File: src/rtl/safe_softmax_exp_stage_if.sv
// Bus bundle for the safe-softmax exponent stage: score input stream, exponent output
// stream, captured maximum and a state debug bit.
interface safe_softmax_exp_stage_if #(
    parameter int D_W    = 16,
    parameter int ADDR_W = 4
);
    // Both streams use the same valid/ready rule: a transfer happens on a rising clock edge
    // where valid and ready are both high. Once valid is raised, the payload stays stable until
    // that edge. O_X_READY depends only on the stage's state, never on I_X_VALID.
    logic                  I_X_VALID;
    logic                  O_X_READY;
    logic [D_W-1:0]        I_X;
    logic                  O_E_VALID;
    logic                  I_E_READY;
    logic [D_W-1:0]        O_E;
    logic                  O_E_LAST;
    logic [D_W+ADDR_W-1:0] O_E_SUM;
    logic [D_W-1:0]        O_MAX;
    logic                  O_STATE;

    modport master (
        output I_X_VALID, I_X, I_E_READY,
        input  O_X_READY, O_E_VALID, O_E, O_E_LAST, O_E_SUM, O_MAX, O_STATE
    );

    modport slave (
        input  I_X_VALID, I_X, I_E_READY,
        output O_X_READY, O_E_VALID, O_E, O_E_LAST, O_E_SUM, O_MAX, O_STATE
    );
endinterface

File: src/rtl/safe_softmax_exp_stage.sv
// Exponent stage of a safe softmax: buffers N Q2.13 scores, captures their maximum, then
// streams e^(x_i - max) computed as 2^-(k+f), together with the running sum of the outputs.
module safe_softmax_exp_stage #(
    parameter int D_W    = 16,
    parameter int N      = 16,
    parameter int ADDR_W = $clog2(N)
) (
    input  logic                    I_CLK,
    input  logic                    I_RST,
    safe_softmax_exp_stage_if.slave bus
);
    typedef enum logic {
        S_LOAD = 1'b0,
        S_EXP  = 1'b1
    } state_t;

    localparam int IDX_W = (ADDR_W > 0) ? ADDR_W : 1;
    localparam int CNT_W = $clog2(N + 1);
    localparam int SUM_W = D_W + ADDR_W;
    localparam int P_W   = D_W + 14;
    localparam int T_W   = D_W + 1;
    localparam int K_W   = T_W - 13;

    localparam logic [CNT_W-1:0] LAST_IDX  = CNT_W'(N - 1);
    localparam logic [CNT_W-1:0] CNT_ONE   = CNT_W'(1);
    localparam logic [P_W-1:0]   LOG2E_Q13 = P_W'(11819);
    localparam logic [K_W-1:0]   K_MAX     = K_W'(14);

    state_t             state_q, state_d;
    logic [CNT_W-1:0]   wr_cnt_q, wr_cnt_d;
    logic [CNT_W-1:0]   rd_cnt_q, rd_cnt_d;
    logic [D_W-1:0]     max_q, max_d;
    logic [D_W-1:0]     e_q, e_d;
    logic [SUM_W-1:0]   e_sum_q, e_sum_d;
    logic               e_last_q, e_last_d;
    logic               e_valid_q, e_valid_d;
    logic [D_W-1:0]     buf_q [N];

    logic               x_hs;
    logic               slot_free;
    logic               can_load;
    logic               last_acc;
    logic [D_W-1:0]     rd_data;
    logic [D_W-1:0]     diff;
    logic [P_W-1:0]     prod;
    logic [T_W-1:0]     t_val;
    logic [K_W-1:0]     k_val;
    logic [12:0]        f_val;
    logic [D_W-1:0]     lut_val;
    logic [D_W-1:0]     e_val;
    logic [11:0]        unused_prod;

    assign x_hs      = bus.I_X_VALID && (state_q == S_LOAD);
    assign slot_free = !e_valid_q || bus.I_E_READY;
    assign can_load  = (state_q == S_EXP) && (rd_cnt_q <= LAST_IDX);
    assign last_acc  = e_valid_q && bus.I_E_READY && e_last_q;

    // The difference wraps into an unsigned value, so the full signed span maps onto 0..65535.
    assign rd_data     = buf_q[rd_cnt_q[IDX_W-1:0]];
    assign diff        = max_q - rd_data;
    assign prod        = P_W'(diff) * LOG2E_Q13;
    assign t_val       = prod[P_W-1:13] + T_W'(prod[12]);
    assign k_val       = t_val[T_W-1:13];
    assign f_val       = t_val[12:0];
    assign unused_prod = prod[11:0];

    safe_softmax_lut_neg u_lut (
        .vi (f_val),
        .vo (lut_val)
    );

    assign e_val = (k_val >= K_MAX) ? '0 : (lut_val >> k_val);

    always_comb begin
        state_d   = state_q;
        wr_cnt_d  = wr_cnt_q;
        rd_cnt_d  = rd_cnt_q;
        max_d     = max_q;
        e_d       = e_q;
        e_sum_d   = e_sum_q;
        e_last_d  = e_last_q;
        e_valid_d = e_valid_q;
        case (state_q)
            S_LOAD: begin
                if (x_hs) begin
                    if ((wr_cnt_q == '0) || ($signed(bus.I_X) > $signed(max_q))) begin
                        max_d = bus.I_X;
                    end
                    if (wr_cnt_q == LAST_IDX) begin
                        wr_cnt_d = '0;
                        rd_cnt_d = '0;
                        state_d  = S_EXP;
                    end else begin
                        wr_cnt_d = wr_cnt_q + CNT_ONE;
                    end
                end
            end
            S_EXP: begin
                if (slot_free && can_load) begin
                    e_d       = e_val;
                    e_sum_d   = (rd_cnt_q == '0) ? SUM_W'(e_val) : e_sum_q + SUM_W'(e_val);
                    e_last_d  = (rd_cnt_q == LAST_IDX);
                    e_valid_d = 1'b1;
                    rd_cnt_d  = rd_cnt_q + CNT_ONE;
                end else if (slot_free) begin
                    e_valid_d = 1'b0;
                    e_last_d  = 1'b0;
                end
                // Loading and accepting the last element never coincide: rd_cnt is already N.
                if (last_acc) begin
                    state_d  = S_LOAD;
                    rd_cnt_d = '0;
                end
            end
            default: state_d = S_LOAD;
        endcase
    end

    always_ff @(posedge I_CLK) begin
        if (I_RST) begin
            state_q   <= S_LOAD;
            wr_cnt_q  <= '0;
            rd_cnt_q  <= '0;
            max_q     <= '0;
            e_q       <= '0;
            e_sum_q   <= '0;
            e_last_q  <= 1'b0;
            e_valid_q <= 1'b0;
        end else begin
            state_q   <= state_d;
            wr_cnt_q  <= wr_cnt_d;
            rd_cnt_q  <= rd_cnt_d;
            max_q     <= max_d;
            e_q       <= e_d;
            e_sum_q   <= e_sum_d;
            e_last_q  <= e_last_d;
            e_valid_q <= e_valid_d;
        end
    end

    always_ff @(posedge I_CLK) begin
        if (x_hs) begin
            buf_q[wr_cnt_q[IDX_W-1:0]] <= bus.I_X;
        end
    end

    assign bus.O_X_READY = (state_q == S_LOAD);
    assign bus.O_E_VALID = e_valid_q;
    assign bus.O_E       = e_q;
    assign bus.O_E_LAST  = e_last_q;
    assign bus.O_E_SUM   = e_sum_q;
    assign bus.O_MAX     = max_q;
    assign bus.O_STATE   = state_q;
endmodule

// 2^-f for f in [0,1) in Q0.13 steps, 8192 = 1.0; the top five fraction bits select one of
// 32 entries round(8192 * 2^(-i/32)).
module safe_softmax_lut_neg (
    input  logic [12:0] vi,
    output logic [15:0] vo
);
    logic [7:0] unused_frac;

    assign unused_frac = vi[7:0];

    always_comb begin
        vo = 16'd8192;
        case (vi[12:8])
            5'd0:  vo = 16'd8192;
            5'd1:  vo = 16'd8016;
            5'd2:  vo = 16'd7845;
            5'd3:  vo = 16'd7677;
            5'd4:  vo = 16'd7512;
            5'd5:  vo = 16'd7351;
            5'd6:  vo = 16'd7194;
            5'd7:  vo = 16'd7039;
            5'd8:  vo = 16'd6889;
            5'd9:  vo = 16'd6741;
            5'd10: vo = 16'd6597;
            5'd11: vo = 16'd6455;
            5'd12: vo = 16'd6317;
            5'd13: vo = 16'd6182;
            5'd14: vo = 16'd6049;
            5'd15: vo = 16'd5919;
            5'd16: vo = 16'd5793;
            5'd17: vo = 16'd5668;
            5'd18: vo = 16'd5547;
            5'd19: vo = 16'd5428;
            5'd20: vo = 16'd5312;
            5'd21: vo = 16'd5198;
            5'd22: vo = 16'd5087;
            5'd23: vo = 16'd4978;
            5'd24: vo = 16'd4871;
            5'd25: vo = 16'd4767;
            5'd26: vo = 16'd4664;
            5'd27: vo = 16'd4565;
            5'd28: vo = 16'd4467;
            5'd29: vo = 16'd4371;
            5'd30: vo = 16'd4277;
            5'd31: vo = 16'd4186;
            default: vo = 16'd8192;
        endcase
    end
endmodule

File: src/flat_wrapper.sv
// flat-port wrapper written by rule: the top's interface ports become plain ports
module safe_softmax_exp_stage_flat 
#(
    parameter int D_W    = 16,
    parameter int N      = 16,
    parameter int ADDR_W = $clog2(N)
)
  (I_CLK, I_RST, bus_I_X_VALID, bus_I_X, bus_I_E_READY, bus_O_X_READY, bus_O_E_VALID, bus_O_E, bus_O_E_LAST, bus_O_E_SUM, bus_O_MAX, bus_O_STATE);
  safe_softmax_exp_stage_if #(.D_W(D_W), .ADDR_W(ADDR_W)) bus_i ();
  input  logic I_CLK;
  input  logic I_RST;
  input wire logic [$bits(bus_i.I_X_VALID)-1:0] bus_I_X_VALID;
  input wire logic [$bits(bus_i.I_X)-1:0] bus_I_X;
  input wire logic [$bits(bus_i.I_E_READY)-1:0] bus_I_E_READY;
  output wire logic [$bits(bus_i.O_X_READY)-1:0] bus_O_X_READY;
  output wire logic [$bits(bus_i.O_E_VALID)-1:0] bus_O_E_VALID;
  output wire logic [$bits(bus_i.O_E)-1:0] bus_O_E;
  output wire logic [$bits(bus_i.O_E_LAST)-1:0] bus_O_E_LAST;
  output wire logic [$bits(bus_i.O_E_SUM)-1:0] bus_O_E_SUM;
  output wire logic [$bits(bus_i.O_MAX)-1:0] bus_O_MAX;
  output wire logic [$bits(bus_i.O_STATE)-1:0] bus_O_STATE;
  assign bus_i.I_X_VALID = bus_I_X_VALID;
  assign bus_i.I_X = bus_I_X;
  assign bus_i.I_E_READY = bus_I_E_READY;
  assign bus_O_X_READY = bus_i.O_X_READY;
  assign bus_O_E_VALID = bus_i.O_E_VALID;
  assign bus_O_E = bus_i.O_E;
  assign bus_O_E_LAST = bus_i.O_E_LAST;
  assign bus_O_E_SUM = bus_i.O_E_SUM;
  assign bus_O_MAX = bus_i.O_MAX;
  assign bus_O_STATE = bus_i.O_STATE;
  safe_softmax_exp_stage #(.D_W(D_W), .N(N), .ADDR_W(ADDR_W)) u_core (.I_CLK(I_CLK), .I_RST(I_RST), .bus(bus_i));
endmodule
File: config.mk
export PLATFORM = sky130hd
export DESIGN_NAME = safe_softmax_exp_stage_flat
export DESIGN_NICKNAME = d
export VERILOG_FILES = /design/src/rtl/safe_softmax_exp_stage_if.sv /design/src/rtl/safe_softmax_exp_stage.sv /design/src/flat_wrapper.sv
export SDC_FILE = /design/constraint.sdc
export NUM_CORES = 1
export LEC_CHECK = 0
export ABC_AREA = 0
export CAP_MARGIN = 25
export CELL_PAD_IN_SITES_DETAIL_PLACEMENT = 0
export CELL_PAD_IN_SITES_GLOBAL_PLACEMENT = 1
export CORE_UTILIZATION = 40
export DETAILED_ROUTE_END_ITERATION = 8
export GPL_ROUTABILITY_DRIVEN = 0
export GPL_TIMING_DRIVEN = 0
export PLACE_DENSITY_LB_ADDON = 0.15
export SYNTH_ARGS = -nofsm -noshare
export SYNTH_HDL_FRONTEND = slang
export SYNTH_SLANG_ARGS = --single-unit
File: constraint.sdc
create_clock -name I_CLK -period 16.53 [get_ports I_CLK]
set_input_delay 3.306 -clock I_CLK [delete_from_list [all_inputs] [get_ports I_CLK]]
set_output_delay 3.306 -clock I_CLK [all_outputs]
set_load 0.03 [all_outputs]
==> results.sh <==
export IMPL_outcome="finished, final reports clean"
export IMPL_crit_type="reg -> reg"
export IMPL_dp_hpwl_um=43400
export IMPL_max_slew_margin=0.369
export IMPL_synth_largest_area_cell="edfxtp_1"
export IMPL_hold_class="reg -> reg"
export IMPL_syn2layout_area_growth_pct=15.2
export IMPL_synth_adder_area_share=0.174
export IMPL_htree_num_levels=1
export IMPL_cts_buffer_depth=3
export IMPL_period_minus_slack_ps=15800
export IMPL_clkTransAtPathRegs_ps=70
export IMPL_multiInputGateArea_sq_um=11000
export IMPL_grt_max_degree=19
export IMPL_synth_mux_area_frac=0.101
export IMPL_grt_first_pass_wirelength_um=88900
export IMPL_portBuffers=72
export IMPL_synthCells=1794
export IMPL_fmax_ghz=0.0633
export IMPL_synth_seq_cells=323
export IMPL_start_util=0.406
export IMPL_crit_top_cell="a21oi_1"
export IMPL_via_per_inst=5.71
export IMPL_grtUsageTotal=0.215
export IMPL_initialDrtViolationCount=1016
export IMPL_finalSetupViolCount=0
export IMPL_first_global_vias=15100
export IMPL_yosys_warnings=0
export IMPL_num_rows=83
export IMPL_async_flop_share=0
export IMPL_root_buffer="clkbuf_16"
export IMPL_cts_hold_buf=0
export IMPL_clk_latency_ps=570
export IMPL_via_count=15000
export IMPL_hold_viol_final=0
export IMPL_yosysUniqueCellTypes=89
export IMPL_drv_cap=0
export IMPL_synth_ff_type="edfxtp_1"
export IMPL_die_width_um=231
export IMPL_fin_skew_ps=14.2
export IMPL_wl_um=56900
export IMPL_firstDrtPassIters=8
export IMPL_antenna_cells=0
export IMPL_required_ps=16960
export IMPL_synth_edf_count=256
export IMPL_io_pin_count=76
export IMPL_arrival_ps=16240
export IMPL_die_area_sq_um=53200
export IMPL_chipHeight_um=231
export IMPL_core_area_sq_um=51500
export IMPL_yosysTopAreaCellShare=0.367
export IMPL_synth_area_leaders="edfxtp_1, ha_1, mux4_2, fa_1, dfxtp_1"
export IMPL_synth_top_family_by_area="adder cells"
export IMPL_synth_xor_area_share=0.0230
export IMPL_cp_start_kind="register"
export IMPL_yosysMostFrequentCell="edfxtp_1"
export IMPL_cts_sinks=323
export IMPL_fin_setup_tns_ps=0
export IMPL_slowest_delay_ps=720
export IMPL_slowest_stage="or4b_2"
export IMPL_final_layout_size_suffix_gt1_frac=0.135
export IMPL_drc=0
export IMPL_antenna_found_initial=0
export IMPL_syn_area_sq_um=20900
export IMPL_ant_nets=0
export IMPL_synth_simple_area_share=0.0979
export IMPL_synth_seq_area_share=0.431
export IMPL_yosys_top_cells_count="edfxtp_1, inv_1, ha_1"
export IMPL_cts_buffers=30
export IMPL_avgSynthCellArea_sq_um=11.7
export IMPL_finalCritPeriodShare=0.956
export IMPL_synth_compound_area_frac=0.121
export IMPL_routedWlPerCell_um=21.7
export IMPL_worst_pin_slew_ps=941
export IMPL_nFillCells=4716
export IMPL_cp_max_fo=10
export IMPL_cts_tree="done"
export IMPL_drv_slew=0
export IMPL_crit_path_end_kind="register"
export IMPL_finalNetCount=2187
export IMPL_overflow=0
export IMPL_regArea_sq_um=9030
-- layout by cell type, fill, tap and decap left out, drive strengths merged, types with 10 or more instances in the layout --
master         instances
xnor2                 26
nor4                  19
a21o                  12
xor2                  23
a211oi                19
mux4                  80
inv                  189
clkinv                15
edfxtp               256
nand3                 37
nor3                  53
ha                   180
o21ai                 80
buf                   55
nor2b                 11
a21oi                100
mux2i                 26
and3                  18
o211ai                19
dfxtp                 67
nand4                 18
a31oi                 16
or3                   11
clkdlybuf4s50         72
clkbuf                80
fa                    69
and2                  10
nand2                 91
a21boi                10
nor2                 121
-- through the flow --
step / utilization / setup WS (ps) / hold WS [ps] / instance area, sq um / std cells
after global placement: 0.437 / -1980 / 447 / 22500 / 2547
after global routing: 0.468 / -26.2 / 485 / 24100 / 2621
final: 0.468 / 727 / 457 / 24100 / 2621
after detailed placement: 0.445 / -1900 / 449 / 22900 / 2570
after CTS: 0.466 / 7.82 / 459 / 24000 / 2622
after floorplan: - / 1660 / 457 / 20900 / 1795
-- layout make-up --
cell class / count / area share
plain buffers: 77 / 0.0158
clock buffers: 32 / 0.0314
repair buffers: 98 / 0.0455
inverters: 188 / 0.0293
multi-input cells: 1200 / 0.457
clock inverters: 23 / 0.0108
flip-flops and latches: 323 / 0.375
well taps: 680 / 0.0353
-- what timing repair did --
item	4_1_cts	5_1_grt
resized for setup	41	39
setup endpoints to repair	17	12
hold endpoints to repair	0	0
pin swaps	0	4
buffers inserted	1	2
-- kinds of logic (layout without fill, tap and decap cells) --
kind of cell / after synthesis / after routing
buffers and inverters: 272 / 418
flip-flops: 323 / 323
XOR/XNOR: 49 / 49
AND/OR/NAND/NOR: 418 / 418
AO/OA/AOI/OAI: 371 / 371
multiplexers: 111 / 111
other: 1 / 2
adder cells (fa/ha/maj): 249 / 249
-- state kept, by name, indices dropped and copies added, names as in the netlist, named ones only --
signal                flops
u_core.buf_q            256
u_core.bus.O_E_SUM       20
u_core.bus.O_MAX         16
u_core.bus.O_E           14
u_core.rd_cnt_q           5
u_core.wr_cnt_q           5
u_core.bus.O_E_LAST       1
u_core.bus.O_E_VALID      1
u_core.bus.O_STATE        1
-- final timing paths --
kind,startpoint,end,slack [ps],depth (start not counted)
min reg2reg,u_core.bus.O_E[12],u_core.bus.O_E[12],460,2
max,register,u_core.bus.O_E_SUM[19],730,61
max reg2reg,register,u_core.bus.O_E_SUM[19],730,61
min,u_core.bus.O_E[12],u_core.bus.O_E[12],460,2
-- routing by layer --
layer / vias up / global-route usage / part of all wire
li1: 6949 / - / -
met1: 7503 / 0.290 / 0.44
met2: 425 / 0.373 / 0.49
met3: 82 / 0.0185 / 0.044
met4: 0 / 0.0553 / 0.022
met5: - / 0 / 0
-- critical path: cells and delay by family, from the launching register on --
kind | cells | cell delay (ps)
AO/OA/AOI/OAI | 29 | 6110
buffers and inverters | 9 | 1540
multiplexers | 2 | 1070
flip-flops | 1 | 460
XOR/XNOR | 2 | 770
adder cells (fa/ha/maj) | 10 | 3820
AND/OR/NAND/NOR | 9 | 1830
Power is left out: the tool's default activity adds up to more than one toggle a clock period on the data nets, which glitch-free logic cannot reach.
